$ cat src/rtl/uart_pkg.sv
// Shared definitions for the UART transmit path.
//   uart_tx_state_t : frame sequencing states (IDLE, START, DATA, STOP)
//   START_BIT       : line level during the start bit
//   STOP_BIT        : line level during the stop bit
//   IDLE_LEVEL      : line level between frames
package uart_pkg;

  typedef enum logic [1:0] {
    IDLE,
    START,
    DATA,
    STOP
  } uart_tx_state_t;

  localparam logic START_BIT  = 1'b0;
  localparam logic STOP_BIT   = 1'b1;
  localparam logic IDLE_LEVEL = 1'b1;

endpackage

$ cat src/rtl/flex_pts_sr.sv
// Parallel-in, serial-out shift register, LSB first.
//   clk        : system clock, rising edge
//   rst        : asynchronous reset, active-high; contents become all 1s
//   load       : capture d (has priority over shift)
//   shift      : shift right by one, filling the MSB with 1
//   d          : parallel load value
//   serial_out : current LSB (the bit on the line now)
//   next_out   : the bit that becomes the LSB after the next shift
module flex_pts_sr #(
  parameter int WIDTH = 8
) (
  input  logic             clk,
  input  logic             rst,
  input  logic             load,
  input  logic             shift,
  input  logic [WIDTH-1:0] d,
  output logic             serial_out,
  output logic             next_out
);

  logic [WIDTH-1:0] q;

  // Filling with 1s means an over-shifted register reads as idle line level.
  always_ff @(posedge clk or posedge rst) begin
    if (rst) begin
      q <= '1;
    end else if (load) begin
      q <= d;
    end else if (shift) begin
      q <= {1'b1, q[WIDTH-1:1]};
    end
  end

  assign serial_out = q[0];

  // Exposed so the owner can register the post-shift line level on the same
  // edge that performs the shift.
  if (WIDTH > 1) begin : g_next
    assign next_out = q[1];
  end else begin : g_next_fill
    assign next_out = 1'b1;
  end

endmodule

$ cat src/rtl/uart_tx.sv
// UART transmitter, 8N1: start bit (0), DATA_BITS data bits LSB first,
// stop bit (1). Each bit lasts CLKS_PER_BIT clock cycles.
//   clk      : system clock, rising edge
//   rst      : asynchronous reset, active-high
//   tx_start : send request; honoured in IDLE and on the final stop-bit edge
//   tx_data  : byte to send, captured on the accepting edge
//   tx_out   : registered serial line, idles high
//   tx_busy  : registered, high while a frame is on the line
//   tx_done  : registered one-cycle pulse in the cycle after the stop bit
module uart_tx
  import uart_pkg::*;
#(
  parameter int CLKS_PER_BIT = 10,
  parameter int DATA_BITS    = 8
) (
  input  logic                 clk,
  input  logic                 rst,
  input  logic                 tx_start,
  input  logic [DATA_BITS-1:0] tx_data,
  output logic                 tx_out,
  output logic                 tx_busy,
  output logic                 tx_done
);

  localparam int CW = $clog2(CLKS_PER_BIT);
  localparam int BW = $clog2(DATA_BITS);

  uart_tx_state_t state, state_d;
  logic [CW-1:0]  cnt, cnt_d;
  logic [BW-1:0]  bit_idx, bit_d;
  logic           out_d, busy_d, done_d;
  logic           sr_load, sr_shift, sr_lsb, sr_next;
  logic           cnt_last, bit_last;

  assign cnt_last = (cnt == CW'(CLKS_PER_BIT - 1));
  assign bit_last = (bit_idx == BW'(DATA_BITS - 1));

  flex_pts_sr #(
    .WIDTH (DATA_BITS)
  ) u_sr (
    .clk        (clk),
    .rst        (rst),
    .load       (sr_load),
    .shift      (sr_shift),
    .d          (tx_data),
    .serial_out (sr_lsb),
    .next_out   (sr_next)
  );

  // Outputs are computed from the next state so they can be registered
  // without a cycle of lag: the line level after an edge is decided before it.
  always_comb begin
    // NOTE: every variable gets a default first so no path leaves one
    // unassigned, which would infer a latch.
    state_d  = state;
    cnt_d    = cnt;
    bit_d    = bit_idx;
    out_d    = tx_out;
    busy_d   = tx_busy;
    done_d   = 1'b0;
    sr_load  = 1'b0;
    sr_shift = 1'b0;

    unique case (state)
      IDLE: begin
        out_d  = IDLE_LEVEL;
        busy_d = 1'b0;
        if (tx_start) begin
          state_d = START;
          cnt_d   = '0;
          sr_load = 1'b1;
          out_d   = START_BIT;
          busy_d  = 1'b1;
        end
      end

      START: begin
        busy_d = 1'b1;
        out_d  = START_BIT;
        if (cnt_last) begin
          state_d = DATA;
          cnt_d   = '0;
          bit_d   = '0;
          out_d   = sr_lsb;
        end else begin
          cnt_d = cnt + CW'(1);
        end
      end

      DATA: begin
        busy_d = 1'b1;
        out_d  = sr_lsb;
        if (cnt_last) begin
          cnt_d    = '0;
          sr_shift = 1'b1;
          if (bit_last) begin
            state_d = STOP;
            out_d   = STOP_BIT;
          end else begin
            bit_d = bit_idx + BW'(1);
            out_d = sr_next;
          end
        end else begin
          cnt_d = cnt + CW'(1);
        end
      end

      STOP: begin
        busy_d = 1'b1;
        out_d  = STOP_BIT;
        if (cnt_last) begin
          done_d = 1'b1;
          cnt_d  = '0;
          // The final stop-bit edge doubles as the first IDLE sampling edge,
          // so a waiting request chains the next frame with no idle gap.
          if (tx_start) begin
            state_d = START;
            sr_load = 1'b1;
            out_d   = START_BIT;
          end else begin
            state_d = IDLE;
            out_d   = IDLE_LEVEL;
            busy_d  = 1'b0;
          end
        end else begin
          cnt_d = cnt + CW'(1);
        end
      end

      default: begin
        state_d = IDLE;
        out_d   = IDLE_LEVEL;
        busy_d  = 1'b0;
      end
    endcase
  end

  always_ff @(posedge clk or posedge rst) begin
    if (rst) begin
      state   <= IDLE;
      cnt     <= '0;
      bit_idx <= '0;
      tx_out  <= IDLE_LEVEL;
      tx_busy <= 1'b0;
      tx_done <= 1'b0;
    end else begin
      // NOTE: non-blocking assignments make every register update from the
      // values present before the edge, independent of statement order.
      state   <= state_d;
      cnt     <= cnt_d;
      bit_idx <= bit_d;
      tx_out  <= out_d;
      tx_busy <= busy_d;
      tx_done <= done_d;
    end
  end

endmodule

$ cat config.mk
export PLATFORM = sky130hd
export DESIGN_NAME = uart_tx
export DESIGN_NICKNAME = d
export VERILOG_FILES = /design/src/rtl/uart_pkg.sv /design/src/rtl/flex_pts_sr.sv /design/src/rtl/uart_tx.sv
export SDC_FILE = /design/constraint.sdc
export NUM_CORES = 1
export LEC_CHECK = 0
export CORE_MARGIN = 2
export CORE_UTILIZATION = 30
export CTS_CLUSTER_SIZE = 28
export DETAILED_ROUTE_END_ITERATION = 8
export PLACE_DENSITY = 0.53
export SETUP_SLACK_MARGIN = 0.2
export SKIP_CTS_REPAIR_TIMING = 1
export SLEW_MARGIN = 20
export SYNTH_ARGS = -nofsm -noshare
export SYNTH_HDL_FRONTEND = slang
export SYNTH_HIERARCHICAL = 1
export SYNTH_SLANG_ARGS = --single-unit
$ cat constraint.sdc
create_clock -name clk -period 1.7 [get_ports clk]
set_input_delay 0.34 -clock clk [delete_from_list [all_inputs] [get_ports clk]]
set_output_delay 0.34 -clock clk [all_outputs]
set_load 0.05 [all_outputs]
==> out/qor.csv, run 1 <==
stage,metric,value,unit
status,outcome,completed,
run,Max Cap Violations,0,
die,Starting Density,31.4,%
worst_setup_path,crit path max fanout,6,
finish,proportion of layout cells with a drive suffix above 1,38.7,%
detailed_routing,Final ANT Viol Nets,0,
logic_synthesis,Async SR Flop Fraction,100,%
grt,first-pass GRT wire length,4.06,mm
logic_synthesis,Post-Syn Area per Cell,10.1,um^2
placed_design,post-placement cell area,1380,um^2
detailed_routing,drt first pass iters,6,
worst_setup_path,"Req. time, crit path",1.89,ns
logic_synthesis,Post-synth EDFFs,0,
finish,area delta synth->final,37.0,%
worst_setup_path,critical path arrival,1.72,ns
clock_tree,CTS tree,done,
clock_tree,CTS Buffer Depth,2,
pwr,Internal Power,1.72,mW
sta,"Hold Vio Cnt, Final",0,
sta,fmax,0.653,GHz
worst_setup_path,Crit. End Element,register,
die,core area,3720,um^2
clock_tree,CTS buffer count,3,
logic_synthesis,sequential area share after synthesis,43.8,%
finish,nets@finish,158,
sta,RSZ-0062 raised after global routing,true,
finish,Final Cell Area,1600,um^2
detailed_routing,DR WL/cell,14.0,um
placed_design,I/O Buffers,13,
sta,"Slew Viols, Final",0,
sta,Max Clock Skew,0.00183,ns
die,# rows,22,
placed_design,Final HPWL DP,1.75,mm
sta,TNS Setup,0,ns
die,die footprint,4410,um^2
clock_tree,H-tree level count,1,
pwr,Worst VDD drop,774,uV
pwr,Psw,1.11,mW
clock_tree,Clock Tree Root,clkbuf_8,
finish,diode count,0,
grt,GRT Resource Usage Total,12.2,%
grt,vias in the first global route,865,
sta,final setup fails,0,
pwr,Power Dens Cells,1760,nW/um^2
clock_tree,clk sinks,20,
die,Die Ht,66.4,um
placed_design,GP Congestion,0.823,
grt,GRT overflow,0,
pwr,Clk pwr share,12.8,%
finish,most frequent cells in the layout,"nand2_1, dfrtp_1, clkdlybuf4s50_1, buf_4, dfstp_2",
detailed_routing,starting DRC count in detailed routing,32,
detailed_routing,WL final,2.59,mm
hold_path,worst hold-check path type,in2async,
grt,largest net degree at the start of global routing,17,
clock_tree,clock-pin slew on the worst setup and hold paths,0.07,ns
die,Die Wd,66.4,um
pwr,Lkg Pwr,0.647,nW
sta,fin crit share,90.1,%
logic_synthesis,number of distinct library cells after synthesis,34,
sta,relative slew slack,66.3,%
logic_synthesis,Yosys warning count,6,
logic_synthesis,syn nets,136,
sta,crit path time final,1.53,ns
worst_setup_path,Startpoint Class,register,
worst_setup_path,WS Path Type,reg2reg,
detailed_routing,Post-route DRC,0,
finish,"most common cell after layout, fill and taps aside",nand2_1,
die,# IOs,14,
detailed_routing,vias per cell,4.92,
pwr,Logic pwr share,54.3,%
logic_synthesis,Syn Std Cell Area,1170,um^2
sta,worst-margin pin slew,0.505,ns
pwr,sequential share of power,32.8,%
pwr,Sw Share,39.2,%
detailed_routing,Vias,911,
grt,initial antenna violation count,0,
logic_synthesis,Most used DFF post-synth,dfrtp_1,
logic_synthesis,Cells after Synth,116,
clock_tree,clock latency on the worst-skew pair,0.26,ns
logic_synthesis,synthesized flop and latch total,20,
worst paths after layout:
kind	startpoint	endpoint	slack, ns	cells after the start
worst max-delay path	cnt[1]	cnt[1]	0.17	6
worst min-delay path	rst	bit_idx[1]	0.44	2
worst max register to register	cnt[1]	cnt[1]	0.17	6
worst min register to register	bit_idx[1]	bit_idx[1]	0.55	1
max in group asynchronous	rst	tx_out	0.91	2
min in group clk	bit_idx[1]	bit_idx[1]	0.55	1
cell families (layout without fill, tap and decap cells):
family,after synthesis,count (layout),synth area share [%]
AOI/OAI and AO/OA,31,32,18.1
adders and majority gates,9,9,9.64
buffers and inverters,14,34,6.64
DFF,20,20,43.8
muxes,8,8,6.85
and+or+nand+nor,34,34,15.0
synth_stat cells, drive strengths merged, types with 2 or more instances:
cell | number | area share [%]
nand3 | 2 | 0.86
nand2 | 13 | 4.2
dfrtp | 11 | 24
mux2i | 8 | 6.9
inv | 8 | 2.6
nand2b | 5 | 2.7
a2bb2oi | 2 | 1.5
or4 | 2 | 1.3
nor2 | 3 | 0.96
buf | 5 | 3.7
o21ai | 16 | 6.9
or2 | 2 | 1.1
dfstp | 9 | 20
a22o | 3 | 2.2
ha | 9 | 9.6
and2 | 2 | 1.1
routing by layer:
| layer | share of wire, % | track usage, % | vias up |
|---|---|---|---|
| met1 | 47 | 16.3 | 430 |
| met4 | 0.81 | 3.06 | 0 |
| met5 | 0 | 0 | - |
| met2 | 47 | 18.8 | 24 |
| li1 | - | - | 455 |
| met3 | 5.5 | 4.43 | 2 |
metrics by stage:
step                      worst slack [ns]  hold WS [ns]  total power [mW]  utilization [%]  cells
final                                0.168         0.437              2.82             43.1    185
after global routing                0.0880         0.513              3.03             43.1    185
after CTS                           0.0855         0.466              2.43             38.6    180
after detailed placement             0.116         0.525              2.05             37.1    176
after global placement               0.112         0.518              2.01             37.1    176
after floorplan                      0.117         0.204              1.72                -    116
final cells by class:
cell class,instances,area [um^2]
inverter,8,30.0
timing repair buffer,22,219
clock buffer,4,55.1
sequential,20,512
tap,48,60.1
fill,356,2110
multi-input combinational,83,726
power groups by stage:
stage | logic [mW] | clock network [mW] | registers, mW
3_3_place_gp | 1.10 | 0 | 0.917
2_1_floorplan | 0.756 | 0 | 0.969
3_5_place_dp | 1.13 | 0 | 0.921
5_1_grt | 1.68 | 0.393 | 0.951
6_report | 1.53 | 0.362 | 0.927
4_1_cts | 1.13 | 0.378 | 0.913
flip-flops by register name (all words and copies together), names as in the netlist:
register,flops
bit_idx,3
tx_busy,1
tx_done,1
state,2
tx_out,1
cnt,4
u_sr/q,8
worst max-delay path, cell delays in order (launching register included):
cell and delay, ns:
dfrtp_1 0.39, inv_2 0.07, ha_4 0.15, and3b_2 0.23, buf_6 0.14, or4_4 0.41
o21ai_2 0.06
(Power assumes the default switching activity.)
==> run 2: changes to the inputs <==
--- a/config.mk
+++ b/config.mk
@@ -5,11 +5,14 @@
 export SDC_FILE = /design/constraint.sdc
 export NUM_CORES = 1
 export LEC_CHECK = 0
+export CAP_MARGIN = 5
+export CELL_PAD_IN_SITES_DETAIL_PLACEMENT = 2
+export CELL_PAD_IN_SITES_GLOBAL_PLACEMENT = 2
 export CORE_MARGIN = 2
 export CORE_UTILIZATION = 30
 export CTS_CLUSTER_SIZE = 28
 export DETAILED_ROUTE_END_ITERATION = 8
-export PLACE_DENSITY = 0.53
+export PLACE_DENSITY = 0.74
 export SETUP_SLACK_MARGIN = 0.2
 export SKIP_CTS_REPAIR_TIMING = 1
 export SLEW_MARGIN = 20
==> constraint.sdc (replaced) <==
create_clock -name clk -period 1.7 [get_ports clk]
set_input_delay 0.51 -clock clk [delete_from_list [all_inputs] [get_ports clk]]
set_output_delay 0.51 -clock clk [all_outputs]
set_load 0.05 [all_outputs]
==> out/qor.csv, run 2 (synthesis gave the netlist of run 1 again) <==
stage,metric,value,unit,change
worst_setup_path,r2r setup slk,0.12,ns,was 0.17 ns
clock_tree,H-tree level count,1,,unchanged
finish,Top reg by flops,u_sr/q,,unchanged
finish,Layout fillers,395,,was 356
grt,vias in the first global route,1069,,was 865
clock_tree,CTS buffer count,3,,unchanged
finish,most frequent cells in the layout,"nand2_1, buf_4, o21ai_1, clkdlybuf4s50_1",,"was nand2_1, dfrtp_1, clkdlybuf4s50_1, buf_4, dfstp_2"
die,# rows,22,,unchanged
worst_setup_path,reg-to-reg startpoint,cnt[1],,unchanged
die,core area,3720,um^2,unchanged
sta,worst-margin pin slew,0.380,ns,was 0.505 ns
detailed_routing,WL final,3.50,mm,was 2.59 mm
finish,area occupied by multi-input gates,746,um^2,was 726 um^2
die,die footprint,4410,um^2,unchanged
grt,largest net degree at the start of global routing,17,,unchanged
grt,initial antenna violation count,0,,unchanged
placed_design,I/O Buffers,13,,unchanged
worst_setup_path,Worst setup startpoint,cnt[1],,unchanged
sta,relative slew slack,74.4,%,was 66.3%
sta,Final WS setup,0.124,ns,was 0.168 ns
clock_tree,clock latency on the worst-skew pair,0.26,ns,about the same
worst_setup_path,"Req. time, crit path",1.90,ns,was 1.89 ns
die,Starting Density,31.4,%,unchanged
worst_setup_path,Crit. End Element,register,,unchanged
finish,area delta synth->final,42.9,%,was 37.0%
detailed_routing,DR WL/cell,18.5,um,was 14.0 um
finish,register area,514,um^2,was 512 um^2
worst_setup_path,WS Path Type,reg2reg,,unchanged
finish,post-layout util,44.9,%,was 43.1%
worst_setup_path,worst setup path end,cnt[1],,unchanged
finish,nets@finish,162,,was 158
worst_setup_path,FF-to-FF path depth,6,,unchanged
worst_setup_path,R2R Path End,cnt[1],,unchanged
clock_tree,clock-pin slew on the worst setup and hold paths,0.07,ns,about the same
grt,first-pass GRT wire length,5.28,mm,was 4.06 mm
placed_design,Inst Count DP,179,,was 176
detailed_routing,Post-route DRC,0,,unchanged
finish,Post-Layout Cell Count,189,,was 185
pwr,Lkg Pwr,0.666,nW,was 0.647 nW
finish,biggest registers after layout,"u_sr/q x8, cnt x4, bit_idx x3",,unchanged
clock_tree,Clock Tree Root,clkbuf_8,,unchanged
sta,"Hold Vio Cnt, Final",0,,unchanged
worst_setup_path,critical path arrival,1.78,ns,was 1.72 ns
sta,fmax,0.634,GHz,was 0.653 GHz
detailed_routing,starting DRC count in detailed routing,20,,was 32
sta,"Slew Viols, Final",0,,unchanged
die,# IOs,14,,unchanged
finish,proportion of layout cells with a drive suffix above 1,41.8,%,was 38.7%
detailed_routing,vias per cell,5.16,,was 4.92
grt,GRT overflow,0,,unchanged
detailed_routing,drt first pass iters,3,,was 6
finish,"most common cell after layout, fill and taps aside",nand2_1,,unchanged
finish,diode count,0,,unchanged
sta,hold_ws,0.556,ns,was 0.437 ns
sta,final setup fails,0,,unchanged
die,Die Wd,66.4,um,unchanged
pwr,Power Dens Cells,1790,nW/um^2,was 1760 nW/um^2
sta,RSZ-0062 raised after global routing,true,,unchanged
detailed_routing,Vias,976,,was 911
placed_design,Final HPWL DP,2.27,mm,was 1.75 mm
detailed_routing,Final ANT Viol Nets,0,,unchanged
placed_design,GP Congestion,0.793,,was 0.823
status,outcome,completed,,unchanged
finish,flip-flop count of the largest register after layout,8,,unchanged
grt,GRT Resource Usage Total,16.4,%,was 12.2%
run,Max Cap Violations,0,,unchanged
worst_setup_path,Startpoint Class,register,,unchanged
pwr,Worst VDD drop,649,uV,was 774 uV
sta,crit path time final,1.58,ns,was 1.53 ns
clock_tree,clk sinks,20,,unchanged
placed_design,Place WS,-0.0391,ns,was 0.116 ns
die,Die Ht,66.4,um,unchanged
clock_tree,CTS tree,done,,unchanged
clock_tree,CTS Buffer Depth,2,,unchanged
worst_setup_path,crit path max fanout,6,,unchanged
sta,fin crit share,92.7,%,was 90.1%
sta,Max Clock Skew,0.00143,ns,was 0.00183 ns
hold_path,worst hold-check path type,reg2reg,,was in2async
-- run 2: cell types whose count changed in the layout (fill, tap and decap cells not counted), moves of 2 or more --
cell	previous run	this run
buf_4	9	12
buf_12	2	4
o21ai_2	6	2
nand2b_2	0	2
o21ai_1	5	10
inv_4	0	2
dfrtp_2	0	2
dfrtp_1	11	9
inv_2	3	1
nand2b_1	5	3
-- run 2: worst min-delay path by stage --
stage                     cells after the start  slack (ns)         end  startpoint
after CTS                                     2        0.55   u_sr/q[7]   u_sr/q[7]
after global routing                          1        0.59  bit_idx[1]  bit_idx[1]
after global placement                        1        0.51  bit_idx[2]  bit_idx[2]
final                                         1        0.56  bit_idx[1]  bit_idx[1]
after floorplan                               1        0.37  bit_idx[0]         rst
after detailed placement                      2        0.54   u_sr/q[7]   u_sr/q[7]
-- run 2: metal layers --
metal / vias up / GRT usage (%) / wire length [um]
met5: - / 0 / 0
met4: 0 / 6.12 / 46
met3: 4 / 3.75 / 65
met2: 11 / 29.4 / 1970
met1: 498 / 18.8 / 1420
li1: 463 / - / -
-- run 2: critical path, cell delays in order (launching register included) --
cell and delay [ns]:
dfrtp_1 0.40, inv_2 0.07, ha_4 0.16, and3b_2 0.24
buf_4 0.16, or4_4 0.41, o21ai_2 0.06
-- run 2: power breakdown --
part / internal (mW) / total (mW) / switching [mW]
Clock: 0.167 / 0.333 / 0.165
Combinational: 0.829 / 1.68 / 0.856
Sequential: 0.773 / 0.976 / 0.203
Total: 1.77 / 2.99 / 1.22
-- run 2: area by class of cell --
| cell class | count | area share [%] |
|---|---|---|
| Tap cell | 48 | 3.60 |
| Multi-Input combinational cell | 83 | 44.6 |
| Inverter | 8 | 2.10 |
| Timing Repair Buffer | 26 | 16.2 |
| Sequential cell | 20 | 30.8 |
| Clock buffer | 4 | 2.70 |
-- run 2: metrics by stage --
stage	power [mW]	TNS (ns)	area [um^2]
after floorplan	1.72	0	1180
after global placement	2.07	-0.0149	1430
after detailed placement	2.16	-0.104	1430
after CTS	2.52	-0.0363	1470
after global routing	3.22	0	1670
final	2.99	0	1670
